File: src/rtl/tt_ctrl_seq_pkg.sv
// Shared types and defaults for the tt_ctrl_seq mux-control sequencer.
// Holds the state enum, the default timing constants and the timer width helper.
package tt_ctrl_seq_pkg;

    localparam int DEF_ADDR_W    = 10;
    localparam int DEF_PULSE_CYC = 4;
    localparam int DEF_GAP_CYC   = 4;
    localparam int DEF_RST_CYC   = 8;

    typedef enum logic [2:0] {
        IDLE,
        DIS,
        RST,
        INC_HI,
        INC_LO,
        ENA
    } state_t;

    // One shared down-counter covers every interval, so size it for the longest.
    function automatic int timer_width(input int pulse_cyc, input int gap_cyc, input int rst_cyc);
        int m;
        m = pulse_cyc;
        if (gap_cyc > m) m = gap_cyc;
        if (rst_cyc > m) m = rst_cyc;
        return $clog2(m) + 1;
    endfunction

endpackage

File: src/rtl/tt_ctrl_seq_timer.sv
// Loadable down-counter with zero flag; times the RST, INC_HI and INC_LO intervals.
module tt_ctrl_seq_timer #(
    parameter int W = 4
) (
    input  logic         clk,
    input  logic         rst_n,
    input  logic         load,
    input  logic         dec,
    input  logic [W-1:0] load_val,
    output logic         zero
);

    logic [W-1:0] cnt_q;

    // NOTE: sequential state is updated with non-blocking assignments only, so every
    // flop samples the pre-edge value of every other flop regardless of block order.
    always_ff @(posedge clk) begin
        if (!rst_n) begin
            cnt_q <= '0;
        end else if (load) begin
            cnt_q <= load_val;
        end else if (dec && (cnt_q != '0)) begin
            cnt_q <= cnt_q - W'(1);
        end
    end

    assign zero = (cnt_q == '0);

endmodule

File: src/rtl/tt_ctrl_seq.sv
// Mux-control sequencer: turns a requested design address into the reset/increment/enable
// pulse train on the mux control pins. Optional relative stepping: TT_CTRL_SEQ_RELATIVE_EN.
module tt_ctrl_seq
    import tt_ctrl_seq_pkg::*;
#(
    parameter int ADDR_W    = DEF_ADDR_W,
    parameter int PULSE_CYC = DEF_PULSE_CYC,
    parameter int GAP_CYC   = DEF_GAP_CYC,
    parameter int RST_CYC   = DEF_RST_CYC
) (
    input  logic              clk,
    input  logic              rst_n,
    input  logic              req_valid,
    output logic              req_ready,
    input  logic [ADDR_W-1:0] req_addr,
    input  logic              req_ena,
    output logic              busy,
    output logic              done,
    output logic [ADDR_W-1:0] cur_addr,
    output logic              cur_valid,
    output logic              ctrl_sel_rst_n,
    output logic              ctrl_sel_inc,
    output logic              ctrl_ena
);

    localparam int TMR_W = timer_width(PULSE_CYC, GAP_CYC, RST_CYC);
    localparam logic [TMR_W-1:0] PULSE_LD = TMR_W'(PULSE_CYC - 1);
    localparam logic [TMR_W-1:0] GAP_LD   = TMR_W'(GAP_CYC - 1);
    localparam logic [TMR_W-1:0] RST_LD   = TMR_W'(RST_CYC - 1);

    state_t              state_q, state_d;
    logic [ADDR_W-1:0]   cnt_q, cnt_d;
    logic [ADDR_W-1:0]   target_q, target_d;
    logic                ena_q, ena_d;
    logic                skip_q, skip_d;
    logic                tmr_load, tmr_dec, tmr_zero;
    logic [TMR_W-1:0]    tmr_val;

    logic                req_ready_d, busy_d, done_d, cur_valid_d;
    logic                sel_rst_n_d, sel_inc_d, ctrl_ena_d;
    logic [ADDR_W-1:0]   cur_addr_d;

    tt_ctrl_seq_timer #(.W(TMR_W)) u_timer (
        .clk      (clk),
        .rst_n    (rst_n),
        .load     (tmr_load),
        .dec      (tmr_dec),
        .load_val (tmr_val),
        .zero     (tmr_zero)
    );

    // Outputs are registered from the next-state view so each pin changes with its state.
    always_ff @(posedge clk) begin
        if (!rst_n) begin
            state_q        <= IDLE;
            cnt_q          <= '0;
            target_q       <= '0;
            ena_q          <= 1'b0;
            skip_q         <= 1'b0;
            req_ready      <= 1'b0;
            busy           <= 1'b0;
            done           <= 1'b0;
            cur_addr       <= '0;
            cur_valid      <= 1'b0;
            ctrl_sel_rst_n <= 1'b1;
            ctrl_sel_inc   <= 1'b0;
            ctrl_ena       <= 1'b0;
        end else begin
            state_q        <= state_d;
            cnt_q          <= cnt_d;
            target_q       <= target_d;
            ena_q          <= ena_d;
            skip_q         <= skip_d;
            req_ready      <= req_ready_d;
            busy           <= busy_d;
            done           <= done_d;
            cur_addr       <= cur_addr_d;
            cur_valid      <= cur_valid_d;
            ctrl_sel_rst_n <= sel_rst_n_d;
            ctrl_sel_inc   <= sel_inc_d;
            ctrl_ena       <= ctrl_ena_d;
        end
    end

    // NOTE: every signal written here gets a default first, so no path leaves one
    // unassigned and no latch is inferred.
    always_comb begin
        state_d  = state_q;
        cnt_d    = cnt_q;
        target_d = target_q;
        ena_d    = ena_q;
        skip_d   = skip_q;
        tmr_load = 1'b0;
        tmr_dec  = 1'b0;
        tmr_val  = '0;
        case (state_q)
            IDLE: begin
                if (req_valid && req_ready) begin
                    target_d = req_addr;
                    ena_d    = req_ena;
                    state_d  = DIS;
`ifdef TT_CTRL_SEQ_RELATIVE_EN
                    // Step forward from a known selection instead of resetting the mux.
                    if (cur_valid && (req_addr >= cur_addr)) begin
                        skip_d = 1'b1;
                        cnt_d  = req_addr - cur_addr;
                    end else begin
                        skip_d = 1'b0;
                        cnt_d  = req_addr;
                    end
`else
                    skip_d = 1'b0;
                    cnt_d  = req_addr;
`endif
                end
            end
            DIS: begin
                if (!skip_q) begin
                    state_d  = RST;
                    tmr_load = 1'b1;
                    tmr_val  = RST_LD;
                end else if (cnt_q == '0) begin
                    state_d = ENA;
                end else begin
                    state_d  = INC_HI;
                    tmr_load = 1'b1;
                    tmr_val  = PULSE_LD;
                end
            end
            RST, INC_LO: begin
                if (!tmr_zero) begin
                    tmr_dec = 1'b1;
                end else if (cnt_q == '0) begin
                    state_d = ENA;
                end else begin
                    state_d  = INC_HI;
                    tmr_load = 1'b1;
                    tmr_val  = PULSE_LD;
                end
            end
            INC_HI: begin
                if (!tmr_zero) begin
                    tmr_dec = 1'b1;
                end else begin
                    state_d  = INC_LO;
                    tmr_load = 1'b1;
                    tmr_val  = GAP_LD;
                    cnt_d    = cnt_q - ADDR_W'(1);
                end
            end
            ENA:     state_d = IDLE;
            default: state_d = IDLE;
        endcase
    end

    always_comb begin
        req_ready_d = (state_d == IDLE);
        busy_d      = (state_d != IDLE);
        done_d      = (state_d == ENA);
        sel_rst_n_d = (state_d != RST);
        sel_inc_d   = (state_d == INC_HI);
        ctrl_ena_d  = ctrl_ena;
        cur_addr_d  = cur_addr;
        cur_valid_d = cur_valid;
        case (state_d)
            DIS: begin
                ctrl_ena_d  = 1'b0;
                cur_valid_d = 1'b0;
            end
            ENA: begin
                ctrl_ena_d  = ena_q;
                cur_addr_d  = target_q;
                cur_valid_d = 1'b1;
            end
            default: ;
        endcase
    end

endmodule

File: config.mk
export PLATFORM = sky130hd
export DESIGN_NAME = tt_ctrl_seq
export DESIGN_NICKNAME = d
export VERILOG_FILES = /design/src/rtl/tt_ctrl_seq_pkg.sv /design/src/rtl/tt_ctrl_seq_timer.sv /design/src/rtl/tt_ctrl_seq.sv
export SDC_FILE = /design/constraint.sdc
export NUM_CORES = 1
export LEC_CHECK = 0
export ABC_AREA = 1
export ABC_CLOCK_PERIOD_IN_PS = 1500
export BUFFER_PORTS_ARGS = -buffer_cell sky130_fd_sc_hd__buf_2
export CAP_MARGIN = 20
export CORE_MARGIN = 2
export CORE_UTILIZATION = 51
export DETAILED_ROUTE_END_ITERATION = 8
export GPL_TIMING_DRIVEN = 1
export PLACE_DENSITY = 0.75
export SKIP_CTS_REPAIR_TIMING = 1
export SLEW_MARGIN = 20
export SYNTH_ARGS = -nofsm -noshare
export SYNTH_HDL_FRONTEND = slang
export SYNTH_SLANG_ARGS = --single-unit
File: constraint.sdc
create_clock -name clk -period 1.5 [get_ports clk]
set_input_delay 0.3 -clock clk [delete_from_list [all_inputs] [get_ports clk]]
set_output_delay 0.3 -clock clk [all_outputs]
set_load 0.005 [all_outputs]
======== After elaboration in Yosys (flattened, before gate mapping) ========
Cells that the tools add are included.
word-level totals
  output and inout bits ................... 17
  bits of input ports ..................... 14
  flip-flop bits (word level) ............. 45
  word-level logic and storage cells ...... 62
operators by class
  muxes and demuxes ....................... 22
  $add $sub $neg .......................... 2
  reduce and logical (&&, ||, !) cells .... 15
  equality and inequality tests ........... 10
operators by type and width
  kind                                                                  number
  10-bit two-way mux                                                    2
  10-bit case mux with 2 select lines                                   1
  3-bit two-way mux                                                     4
  3-bit case mux with 4 select lines                                    1
  10-bit logical NOT                                                    1
  10-bit by 1-bit subtractor with 10-bit output, second input constant  1
  3-bit by 2-bit == test with 1-bit output, second input constant       3
  3-bit case mux with 3 select lines                                    1
  4-bit two-way mux                                                     2
  3-bit by 1-bit == test with 1-bit output, second input constant       2
  3-bit == test, second input constant                                  2
  3-bit logical NOT                                                     2
  2-bit two-way mux                                                     3
  2-bit nonzero test                                                    3
  1-bit two-way mux                                                     5
  4-bit logical NOT                                                     1
  2-bit != test, second input constant                                  2
  1-bit case mux with 2 select lines                                    2
  4-bit nonzero test                                                    1
  4-bit by 1-bit subtractor with 4-bit output, second input constant    1
  3-bit by 2-bit != test with 1-bit output, second input constant       1
  1-bit case mux with 3 select lines                                    1
  3-bit AND reduction                                                   1
  3-bit nonzero test                                                    1
  4 further kinds                                                       5

======== Logic depth before layout (Yosys ltp) ========
  depth after elaboration ................. 6
  depth in mapped cells ................... 12
  depth with buffers taken out ............ 11

======== Hierarchy ========
From an unflattened synthesis, not the netlist that was laid out.
unflattened totals
  cells, all modules ...................... 305
  area, all modules ....................... 2148.3 µm²
by module, submodules not included
  module             instances  cells each  area each (µm²)  sequential area each (µm²)
  tt_ctrl_seq        1          264         1874.3           820.8
  tt_ctrl_seq_timer  1          41          274.0            80.1

======== Least setup slack after synthesis ========
No wires, ideal clock.
  kind .................................... register -> register
  from .................................... register u_timer.cnt_q[0]
  to ...................................... register cur_addr[0]
  path buffers ............................ 1
  period minus slack after synthesis ...... 1.545 ns
  arrival time ............................ 1.430 ns
  required time ........................... 1.385 ns
  path slack .............................. -0.045 ns
  cell stages (with the launch flop) ...... 11
  setup time .............................. 0.115 ns
  path through ............................ dfxtp_1 inv_1 ha_1 nand3_2 nand2_1 nand2_1 nor2_2 nor2_4 buf_6 a21oi_1 nor2_1
between the ends
  word-level cells in the longest chain between the ends .. 4
  elaborated cells on any way between the ends .. 5
  classes of those cells .................. eq/ne (1); mux (3); reduce/logical (1)
ends and longest elaborated chain
  what                                  line                                    text
  start, declared                       tt_ctrl_seq_timer.sv:13                 logic [W-1:0] cnt_q;
  start signal, assigned                tt_ctrl_seq_timer.sv:21                 cnt_q <= load_val;
  start signal, assigned                tt_ctrl_seq_timer.sv:23                 cnt_q <= cnt_q - W'(1);
  4-bit logical NOT *                   tt_ctrl_seq_timer.sv:27                 assign zero = (cnt_q == '0);
  3-bit two-way mux (on tied branches)  tt_ctrl_seq.sv:142, tt_ctrl_seq.sv:131
  3-bit case mux with 4 select lines *  tt_ctrl_seq.sv:96                       case (state_q)
  3-bit == test *                       tt_ctrl_seq.sv:165                      case (state_d)
  end signal, assigned                  tt_ctrl_seq.sv:77                       cur_addr <= cur_addr_d;
  end, declared                         tt_ctrl_seq.sv:19                       output logic [ADDR_W-1:0] cur_addr,
Every way passes the cells marked *; elsewhere a longest branch is shown, timed or not.
A chain may end at the register's enable or synchronous reset.

======== Final worst setup path ========
  from .................................... register u_timer.cnt_q[0]
  to ...................................... register cur_addr[1]
The elaborated chain is that of the path after synthesis.

==> impl_metrics.toml <==
[outcome]
outcome = "finished, violations left"
violations = "setup timing"

[synthesis]
synth_cell_type_count = 32
synth-seq-cells = 45
synth_fp_nets = 318
yosys.cell_count.top_type = "nand2_1"
postSynthAreaPerCell_um2 = 7.241
synthTopCellsByCount = "49 x nand2_1, 45 x dfxtp_1, 35 x nor2_1, 34 x a21oi_1, 33 x inv_1"
ys_async_sr_fraction_pct = 0
synth_top_area_share_pct = 41.33
syn-cell-area_um2 = 2180
synth_edf_count = 0
ys.flop_type = "dfxtp_1"
yosys_warnings = 0
synth_seq_area_share_pct = 41.33
synth_largest_area_cell = "dfxtp_1"
synthTopCellsByArea = "dfxtp_1 41%, nand2_1 8.4%, a21oi_1 7.8%"
netlist_instances = 301

[floorplanning]
start_util_pct = 53.72
core_um2 = 4058
die_area_um2 = 4813
rows = 23
die_w_um = 69.38
fp.dieH_um = 69.38
ios = 31

[power]
power_density_nw_per_um2 = 2114
ir_drop_mv = 1.050
finalPower_w = 0.006005
p_leak_nw = 1.259

[clocking]
clockBufferDepth = 2
cts_tree = "yes"
clk_latency_ps = 300
clk_pin_slew_ps = 90
cts.sinks = 45
cts_max_level = 2
clockRootBuffer = "clkbuf_8"
numCtsBuffers = 5

[timing]
final-max-slew-violation-count = 0
fin_ws_ps = -88.37
hold_slack_ps = 258.9
final.period_utilization_pct = 105.9
slew_headroom_pct = 69.58
max_freq_ghz = 0.6296
rsz0062_at_grt = "yes"
tns_ps = -393.1
min_period_ps = 1588
tightest_slew_ps = 455.8
fin_skew_ps = 6.186
hold_viol_final = 0
setup_viol = 11

[global_route]
antenna_found_initial = 0
grt_max_degree = 27
first_global_vias = 1778
top_usage_layer = "met2"
use_met1_pct = 26.28
grt_use_met3_pct = 3.779
grtUsageMet2_pct = 32.37
grt_use_total_pct = 19.79
grt_pass1_wl_um = 7845
grt_remaining_overflow = 0

[worst_setup_path]
cp-startpoint = "u_timer.cnt_q[0]"
worst_setup_path_start_kind = "flop"
required_ps = 1690
end_kind = "flop"
path_max_fanout = 18
path_class = "reg -> reg"
reg2reg_from = "u_timer.cnt_q[0]"
crit_arrival_ps = 1780

[place]
dp_hpwl_um = 3405
gp_congestion = 0.8492
pre_cts_ws_ps = -57.18
io_buffer_count = 30

[routing]
drc = 0
wl_per_cell_um = 11.97
via_per_inst = 5.094
routed_wl_um = 4823
ant_nets = 0
drt_iter0_drc = 91
vias = 2053
drt_pass1_iterations = 4

[cells_and_area]
syn_to_final_growth_pct = 30.31
diodes = 0
nets = 369
drive_above_1_share_pct = 35.69

[run]
maxCapViolations = 0

[hold_path]
hold_path.startpoint = "req_ena"
hold_path_class = "in -> reg"
critical path: stages (launching register included):
cell and delay, ps:
dfxtp_2 330, inv_2 70, ha_4 160, nand3_4 120, nor2_4 150, nand2_2 110, nand2_4 110, nor2_4 50
buf_12 150, a21oi_1 150, nor2_1 70
logic make-up (layout without fill, tap and decap cells):
logic type / Yosys count / in the layout / share of synthesized area (%)
flops: 45 / 45 / 41.33
buf+inv: 49 / 101 / 9.816
simple gates: 129 / 129 / 28.53
fa+ha+maj: 3 / 3 / 1.722
compound gates: 73 / 73 / 17.80
xor+xnor: 2 / 2 / 0.8038
metal layers:
layer / wire (µm) / vias up
li1: - / 1079
met1: 2295 / 931
met2: 2286 / 35
met3: 176 / 8
met4: 65 / 0
met5: 0 / -
worst paths after layout:
kind,to,slack (ps),cells past startpoint
max reg2reg,cur_addr[1],-90,10
max,cur_addr[1],-90,10
min,ena_q,260,3
min reg2reg,target_q[5],460,2
registers in the layout, indices dropped and copies added (netlist names):
| register | cells |
|---|---|
| cnt_q | 10 |
| cur_addr | 10 |
| target_q | 10 |
| u_timer.cnt_q | 4 |
| state_q | 3 |
| busy | 1 |
| ctrl_ena | 1 |
| ctrl_sel_inc | 1 |
| ctrl_sel_rst_n | 1 |
| cur_valid | 1 |
| done | 1 |
| ena_q | 1 |
| req_ready | 1 |
per-stage QoR:
stage               util [%]  instances  instance area [µm²]
floorplan                  -        301                 2195
global placement       62.44        392                 2534
detailed placement     62.44        392                 2534
CTS                    64.66        400                 2624
global route           70.00        403                 2840
finish                 70.00        403                 2840
power breakdown:
part	leakage, nW	total (W)	switching, W	internal [W]
sequential	0.370	0.00171	0.000198	0.00151
clock	0.0445	0.000767	0.000436	0.000331
combinational	0.844	0.00353	0.00198	0.00155
total	1.26	0.00601	0.00261	0.00339
placed cells by master (no fill, tap or decap), types with 7 or more instances in the layout:
master / instances
nand2_1: 42
nor2_4: 9
inv_1: 26
inv_2: 9
nand3_1: 22
nor2_1: 29
dfxtp_1: 38
buf_4: 21
a21oi_2: 7
a21oi_1: 29
o21ai_1: 7
o21ai_0: 23
buf_2: 30
dfxtp_2: 7
nand2_2: 9
area by class of cell:
cell class	count	area, µm²
Multi-Input combinational cell	207	1234
Fill cell	350	1217
Sequential cell	45	909.6
Timing Repair Buffer	57	406.6
Inverter	36	137.6
Clock buffer	5	68.82
Tap cell	50	62.56
Clock inverter	3	21.27
(Power assumes the default switching activity.)
